[src/rtl/peak_snapshot_regfile.sv]
`default_nettype none
// ============================================================================
//  Module      : peak_snapshot_regfile
//  Description : Double-buffered register file between the peak finder and a
//                byte-wide host slave port. Each peak frame (time counter,
//                PEAKS frequencies, PEAKS amplitudes) is captured into a
//                shadow bank and published atomically by flipping the bank
//                select, so a host read never sees a torn frame. Provides a
//                host lock, a sticky new-frame flag with level interrupt and a
//                saturating dropped-frame (OVERRUN) counter.
//  Revision    : 1.0 - initial release
// ----------------------------------------------------------------------------
//  Ports
//    clk         in   1                  system clock
//    reset       in   1                  asynchronous active-low reset
//    valid_in    in   1                  frame inputs valid this cycle
//    counter_in  in   COUNTER_WIDTH      frame time counter
//    freqs_in    in   PEAKS*FREQ_WIDTH   peak i at [i*FREQ_WIDTH +: FREQ_WIDTH]
//    ampls_in    in   PEAKS*AMPL_WIDTH   peak i at [i*AMPL_WIDTH +: AMPL_WIDTH]
//    chipselect  in   1                  slave select
//    read        in   1                  read strobe (qualified by chipselect)
//    write       in   1                  write strobe (qualified by chipselect)
//    address     in   8                  byte address
//    writedata   in   8                  write data
//    readdata    out  8                  registered read data
//    irq         out  1                  registered new_frame & irq_en
//  Address map (multi-byte fields MSB first)
//    [0,CB)             counter
//    [CB,CB+PEAKS)      frequencies, zero-extended to a byte
//    next PEAKS*AB      amplitudes, peak 0 first, zero-extended at MSB
//    0xFC OVERRUN (ro)  0xFD CTRL (rw)  0xFE STATUS (ro)  0xFF ID (ro)
// ============================================================================
module peak_snapshot_regfile #(
    parameter int         PEAKS         = 6,
    parameter int         FREQ_WIDTH    = 8,
    parameter int         AMPL_WIDTH    = 16,
    parameter int         COUNTER_WIDTH = 32,
    parameter logic [7:0] ID_VALUE      = 8'h5A
) (
    input  logic                          clk,
    input  logic                          reset,
    input  logic                          valid_in,
    input  logic [COUNTER_WIDTH-1:0]      counter_in,
    input  logic [PEAKS*FREQ_WIDTH-1:0]   freqs_in,
    input  logic [PEAKS*AMPL_WIDTH-1:0]   ampls_in,
    input  logic                          chipselect,
    input  logic                          read,
    input  logic                          write,
    input  logic [7:0]                    address,
    input  logic [7:0]                    writedata,
    output logic [7:0]                    readdata,
    output logic                          irq
);

    localparam int         C_CB          = COUNTER_WIDTH / 8;
    localparam int         C_AB          = (AMPL_WIDTH + 7) / 8;
    localparam int         C_AMPL_EXT    = C_AB * 8;
    localparam int         C_FRAME_BYTES = C_CB + PEAKS * (1 + C_AB);
    localparam logic [7:0] C_ADDR_OVR    = 8'hFC;
    localparam logic [7:0] C_ADDR_CTRL   = 8'hFD;
    localparam logic [7:0] C_ADDR_STATUS = 8'hFE;
    localparam logic [7:0] C_ADDR_ID     = 8'hFF;

    // The frame must not collide with the control registers at 0xFC..0xFF.
    generate
        if (C_FRAME_BYTES > 252) begin : g_map_overflow
            $error("peak_snapshot_regfile: frame of %0d bytes overlaps control registers",
                   C_FRAME_BYTES);
        end
        if ((COUNTER_WIDTH % 8) != 0 || FREQ_WIDTH > 8) begin : g_width_check
            $error("peak_snapshot_regfile: unsupported COUNTER_WIDTH/FREQ_WIDTH");
        end
    endgenerate

    // ------------------------------------------------------------------
    // State
    // ------------------------------------------------------------------
    logic [COUNTER_WIDTH-1:0]    r_cnt_bank  [2];
    logic [PEAKS*FREQ_WIDTH-1:0] r_freq_bank [2];
    logic [PEAKS*AMPL_WIDTH-1:0] r_ampl_bank [2];
    logic                        r_pub_sel;
    logic                        r_shadow_full;
    logic                        r_new_frame;
    logic                        r_lock;
    logic                        r_irq_en;
    logic                        r_irq;
    logic [7:0]                  r_overrun;
    logic [7:0]                  r_readdata;

    // ------------------------------------------------------------------
    // Bus decode and publish decisions
    // ------------------------------------------------------------------
    logic w_rd;
    logic w_wr;
    logic w_ctrl_wr;
    logic w_status_rd;
    logic w_release;
    logic w_publish_new;
    logic w_publish_old;
    logic w_toggle;
    logic w_hold;
    logic w_ovr_inc;
    logic w_ovr_clr;
    logic w_shadow_sel;

    assign w_rd         = chipselect & read;
    assign w_wr         = chipselect & write;
    assign w_ctrl_wr    = w_wr & (address == C_ADDR_CTRL);
    assign w_status_rd  = w_rd & (address == C_ADDR_STATUS);
    assign w_shadow_sel = ~r_pub_sel;

    // A lock 1->0 write releases the host hold this very edge.
    assign w_release     = w_ctrl_wr & r_lock & ~writedata[0];
    // Incoming frame goes straight to the host unless the host holds the lock.
    // A lock 0->1 write still sees r_lock=0 here, so that frame is published.
    assign w_publish_new = valid_in & (~r_lock | w_release);
    // Release without a new frame: publish the frame parked in the shadow bank.
    assign w_publish_old = ~valid_in & w_release & r_shadow_full;
    assign w_toggle      = w_publish_new | w_publish_old;
    assign w_hold        = valid_in & r_lock & ~w_release;
    // A parked frame is lost whenever a new frame arrives while locked,
    // whether it is parked over or discarded by a simultaneous release.
    assign w_ovr_inc     = valid_in & r_lock & r_shadow_full;
    assign w_ovr_clr     = w_ctrl_wr & writedata[7];

    // ------------------------------------------------------------------
    // Published-bank byte view
    // ------------------------------------------------------------------
    logic [COUNTER_WIDTH-1:0]    w_pub_cnt;
    logic [PEAKS*FREQ_WIDTH-1:0] w_pub_freqs;
    logic [PEAKS*AMPL_WIDTH-1:0] w_pub_ampls;
    logic [C_AMPL_EXT-1:0]       w_ampl_ext;
    logic [7:0]                  w_frame_byte;

    assign w_pub_cnt   = r_cnt_bank[r_pub_sel];
    assign w_pub_freqs = r_freq_bank[r_pub_sel];
    assign w_pub_ampls = r_ampl_bank[r_pub_sel];

    always_comb begin
        w_frame_byte = 8'h00;
        w_ampl_ext   = '0;
        for (int b = 0; b < C_CB; b++) begin
            if (address == 8'(b)) begin
                w_frame_byte = w_pub_cnt[(C_CB-1-b)*8 +: 8];
            end
        end
        for (int p = 0; p < PEAKS; p++) begin
            if (address == 8'(C_CB + p)) begin
                w_frame_byte = 8'(w_pub_freqs[p*FREQ_WIDTH +: FREQ_WIDTH]);
            end
            for (int j = 0; j < C_AB; j++) begin
                if (address == 8'(C_CB + PEAKS + p*C_AB + j)) begin
                    w_ampl_ext   = C_AMPL_EXT'(w_pub_ampls[p*AMPL_WIDTH +: AMPL_WIDTH]);
                    w_frame_byte = w_ampl_ext[(C_AB-1-j)*8 +: 8];
                end
            end
        end
    end

    logic [7:0] w_rdata;

    always_comb begin
        case (address)
            C_ADDR_OVR:    w_rdata = r_overrun;
            C_ADDR_CTRL:   w_rdata = {6'b0, r_irq_en, r_lock};
            C_ADDR_STATUS: w_rdata = {5'b0, r_lock, r_shadow_full, r_new_frame};
            C_ADDR_ID:     w_rdata = ID_VALUE;
            default:       w_rdata = w_frame_byte;  // 0 for unmapped addresses
        endcase
    end

    // CTRL bits 6:2 are reserved and have no storage.
    logic w_unused;
    assign w_unused = &{1'b0, writedata[6:2]};

    // ------------------------------------------------------------------
    // Sequential logic
    // ------------------------------------------------------------------
    always_ff @(posedge clk or negedge reset) begin
        if (!reset) begin
            for (int k = 0; k < 2; k++) begin
                r_cnt_bank[k]  <= '0;
                r_freq_bank[k] <= '0;
                r_ampl_bank[k] <= '0;
            end
            r_pub_sel     <= 1'b0;
            r_shadow_full <= 1'b0;
            r_new_frame   <= 1'b0;
            r_lock        <= 1'b0;
            r_irq_en      <= 1'b0;
            r_irq         <= 1'b0;
            r_overrun     <= 8'h00;
            r_readdata    <= 8'h00;
        end else begin
            if (valid_in) begin
                r_cnt_bank[w_shadow_sel]  <= counter_in;
                r_freq_bank[w_shadow_sel] <= freqs_in;
                r_ampl_bank[w_shadow_sel] <= ampls_in;
            end

            if (w_toggle) begin
                r_pub_sel     <= ~r_pub_sel;
                r_shadow_full <= 1'b0;
            end else if (w_hold) begin
                r_shadow_full <= 1'b1;
            end

            // A publish outranks a simultaneous STATUS read clear.
            if (w_toggle) begin
                r_new_frame <= 1'b1;
            end else if (w_status_rd) begin
                r_new_frame <= 1'b0;
            end

            if (w_ovr_clr) begin
                r_overrun <= w_ovr_inc ? 8'h01 : 8'h00;
            end else if (w_ovr_inc && (r_overrun != 8'hFF)) begin
                r_overrun <= r_overrun + 8'h01;
            end

            if (w_ctrl_wr) begin
                r_lock   <= writedata[0];
                r_irq_en <= writedata[1];
            end

            if (w_rd) begin
                r_readdata <= w_rdata;
            end

            r_irq <= r_new_frame & r_irq_en;
        end
    end

    assign readdata = r_readdata;
    assign irq      = r_irq;

endmodule
`default_nettype wire

[config.mk]
export PLATFORM = sky130hd
export DESIGN_NAME = peak_snapshot_regfile
export DESIGN_NICKNAME = d
export VERILOG_FILES = /design/src/rtl/peak_snapshot_regfile.sv
export SDC_FILE = /design/constraint.sdc
export NUM_CORES = 1
export LEC_CHECK = 0
export CAP_MARGIN = 15
export CELL_PAD_IN_SITES_DETAIL_PLACEMENT = 0
export CELL_PAD_IN_SITES_GLOBAL_PLACEMENT = 2
export CORE_UTILIZATION = 42
export DETAILED_ROUTE_END_ITERATION = 7
export GPL_TIMING_DRIVEN = 1
export HOLD_SLACK_MARGIN = 0.03
export PLACE_DENSITY = 0.95
export REMOVE_ABC_BUFFERS = 1
export SYNTH_ARGS = -nofsm -noshare
export SYNTH_HDL_FRONTEND = slang
export SYNTH_SLANG_ARGS = --single-unit
export TNS_END_PERCENT = 50
[constraint.sdc]
create_clock -name clk -period 5.22 [get_ports clk]
set_input_delay 1.044 -clock clk [delete_from_list [all_inputs] [get_ports clk]]
set_output_delay 1.044 -clock clk [all_outputs]
set_load 0.01 [all_outputs]
==> impl_metrics.json <==
{
  "crit_path_end_kind": "flop",
  "drv_slew": 0,
  "nets": 1807,
  "cp.arrival_ps": 4390,
  "io_pins": 207,
  "synth_top_flop_cell": "dfrtp_1",
  "worstSetupPathType": "input pin to flop",
  "relSlewSlack": 0.358,
  "yosys_warnings": 0,
  "synthCells": 1424,
  "reg2reg_depth": 8,
  "clock_latency_ps": 560,
  "ys_types": 65,
  "rsz0062_at_grt": "false",
  "r2r_setup_slack_ps": 2070,
  "finalHoldViolations": 0,
  "finalWorstSetupSlack_ps": 1250,
  "cts_buffer_depth": 3,
  "drc": 0,
  "clockRootBuffer": "clkbuf_16",
  "core_um2": 42200,
  "critical_path.endpoint": "readdata[4]",
  "synth-seq-area-share": 0.517,
  "crit_path_start": "address[0]",
  "wl_per_cell_um": 22.8,
  "finalInstanceArea_um2": 22100,
  "grt_max_degree": 159,
  "area.growth.synth_to_final_pct": 22.2,
  "initial_utilization": 0.428,
  "skew_ps": 20.5,
  "vias": 12600,
  "cts_tree": "done",
  "finalCritPeriodShare": 0.761,
  "required_ps": 5640,
  "rr_endpoint": "readdata[7]",
  "cts_setup_buffers": 0,
  "vdd.ir_drop.worst_v": 0.000465,
  "ys_ff_latch": 374,
  "antenna_cells": 0,
  "min_period_ps": 3970,
  "place.gp.congestion": 0.836,
  "grt_antenna_before_repair": 2,
  "syn_area_um2": 18100,
  "placed_cell_area_um2": 20700,
  "viasPerCell": 5.78,
  "dpl.hpwl_um": 34100,
  "portBuffers": 201,
  "cts.sinks": 374,
  "start_kind": "input pin",
  "die_y_um": 210,
  "postRouteAntennaNets": 0,
  "drive_gt1_frac": 0.314,
  "postSynthAreaPerCell_um2": 12.7,
  "cap_violations": 0,
  "max_freq_mhz": 252,
  "multi_input_area_um2": 8310,
  "crit_fanout": 13,
  "fp.dieW_um": 210,
  "grt_pass1_wl_um": 76600,
  "power-per-cell-area_nw_per_um2": 541,
  "worst_slew_pin_slew_ps": 962,
  "overflow": 0,
  "dieArea_um2": 43900,
  "status": "finished clean",
  "synth_edf_count": 0,
  "cts_resized": 0,
  "num_rows": 75,
  "hp-class": "input pin to async pin",
  "r2r-start": "r_pub_sel",
  "final_cells": 2175,
  "hold_buffers": 0,
  "synthArstFlopShare": 1.00,
  "num-fill-cells": 3617,
  "layout_commonest_cell": "mux2_2",
  "grt_pass1_vias": 13100,
  "cts_buffers": 41,
  "hold_ws_ps": 443,
  "wirelength_um": 49700,
  "h-tree-depth": 2,
  "final_cell_mix": "mux2_2 (396), dfrtp_1 (373), clkdlybuf4s50_1 (200), mux2i_1 (123), o21ai_0 (60)",
  "seq_area_um2": 9360,
  "clkTransAtPathRegs_ps": 60,
  "grtUsageTotal": 0.229,
  "setup_viol_count_final": 0,
  "dp_slack_ps": 809,
  "first_pass_iters": 5,
  "p_leak_uw": 0.00908,
  "final_core_util": 0.523,
  "drt_iter0_drc": 888,
  "dp.cells": 2104
}
synthesized netlist by cell type (2+ instances only):
| cell type | count | area (um2) |
|---|---|---|
| a2111oi_0 | 3 | 26.3 |
| a211o_1 | 2 | 17.5 |
| a211oi_1 | 16 | 120 |
| a21o_1 | 3 | 22.5 |
| a21oi_1 | 58 | 290 |
| a221oi_1 | 11 | 96.3 |
| a22oi_1 | 4 | 30.0 |
| a31oi_1 | 9 | 56.3 |
| a32oi_1 | 2 | 17.5 |
| and2_0 | 2 | 12.5 |
| and2_1 | 3 | 18.8 |
| and3_1 | 4 | 25.0 |
| buf_1 | 5 | 18.8 |
| buf_2 | 35 | 175 |
| buf_4 | 7 | 52.6 |
| buf_6 | 3 | 33.8 |
| clkbuf_1 | 42 | 158 |
| dfrtp_1 | 374 | 9360 |
| mux2_2 | 396 | 4460 |
| mux2i_1 | 123 | 1230 |
| nand2_1 | 46 | 173 |
| nand2b_1 | 5 | 31.3 |
| nand3_1 | 23 | 115 |
| nand4_1 | 5 | 31.3 |
| nor2_1 | 37 | 139 |
| nor2b_1 | 18 | 113 |
| nor3_1 | 25 | 125 |
| nor3_2 | 7 | 70.1 |
| nor3_4 | 3 | 48.8 |
| nor4_1 | 4 | 25.0 |
| nor4b_1 | 2 | 17.5 |
| o2111ai_1 | 4 | 35.0 |
| o211ai_1 | 21 | 158 |
| o21a_1 | 4 | 30.0 |
| o21ai_0 | 60 | 300 |
| o21ai_1 | 6 | 30.0 |
| o221ai_1 | 3 | 26.3 |
| o22ai_1 | 8 | 50.1 |
| o31ai_1 | 6 | 45.0 |
| o32ai_1 | 3 | 26.3 |
| or2_2 | 3 | 18.8 |
| or3_1 | 3 | 18.8 |
| or4_1 | 2 | 15.0 |
| xor2_1 | 3 | 26.3 |
worst max-delay path: stages:
cell,delay [ps]
clkdlybuf4s50_1,830
buf_4,390
nand2b_1,340
nor2_1,260
buf_4,210
a221oi_1,120
o21ai_0,270
a21oi_1,180
o31ai_1,550
a32oi_1,180
power breakdown:
part / internal [uW] / switching (uW)
clock: 1790 / 1170
sequential: 4310 / 747
combinational: 2230 / 1710
total: 8330 / 3630
cells by family after synthesis:
group	Yosys count	synth area share
flip-flops	374	0.517
adder cells (fa/ha/maj)	1	0.000692
multiplexers	520	0.316
XOR/XNOR	4	0.00194
AO/OA/AOI/OAI	235	0.0824
AND/OR/NAND/NOR	196	0.0571
buffers and inverters	94	0.0247
state kept, by name, summed over array words and instances, names as in the netlist:
| name | flops |
|---|---|
| r_lock | 1 |
| r_cnt_bank | 64 |
| r_overrun | 8 |
| r_shadow_full | 1 |
| r_new_frame | 1 |
| readdata | 8 |
| r_ampl_bank | 192 |
| r_freq_bank | 96 |
| irq | 1 |
| r_pub_sel | 1 |
| r_irq_en | 1 |
through the flow:
stage	total power, uW	setup TNS (ps)
after floorplan	8480	-3686170
after global placement	8860	0
after detailed placement	9060	0
after CTS	12000	0
after global routing	12600	0
final	12000	0
area by class of cell:
class	instances	share of cell area
multi-input combinational	956	0.376
clock inverter	6	0.00408
inverter	1	0.000170
clock buffer	65	0.0583
tap	539	0.0305
sequential	374	0.424
timing repair buffer	234	0.108
worst min-delay path by stage:
| stage | start | to | cells past startpoint |
|---|---|---|---|
| after floorplan | r_irq_en | r_irq_en | 2 |
| after global placement | r_ampl_bank[134] | r_ampl_bank[134] | 1 |
| after detailed placement | r_freq_bank[69] | r_freq_bank[69] | 1 |
| after CTS | reset | r_ampl_bank[189] | 1 |
| after global routing | reset | r_cnt_bank[62] | 1 |
| final | reset | r_cnt_bank[58] | 1 |
routing by layer:
metal  wire [um]  vias to the layer above  GRT usage
li1            -                     5652          -
met1       22300                     6514      0.318
met2       23300                      344      0.365
met3        2890                       64     0.0386
met4        1180                        4     0.0720
met5          30                        -          0
Note: power is estimated with default switching activity, not from simulation.
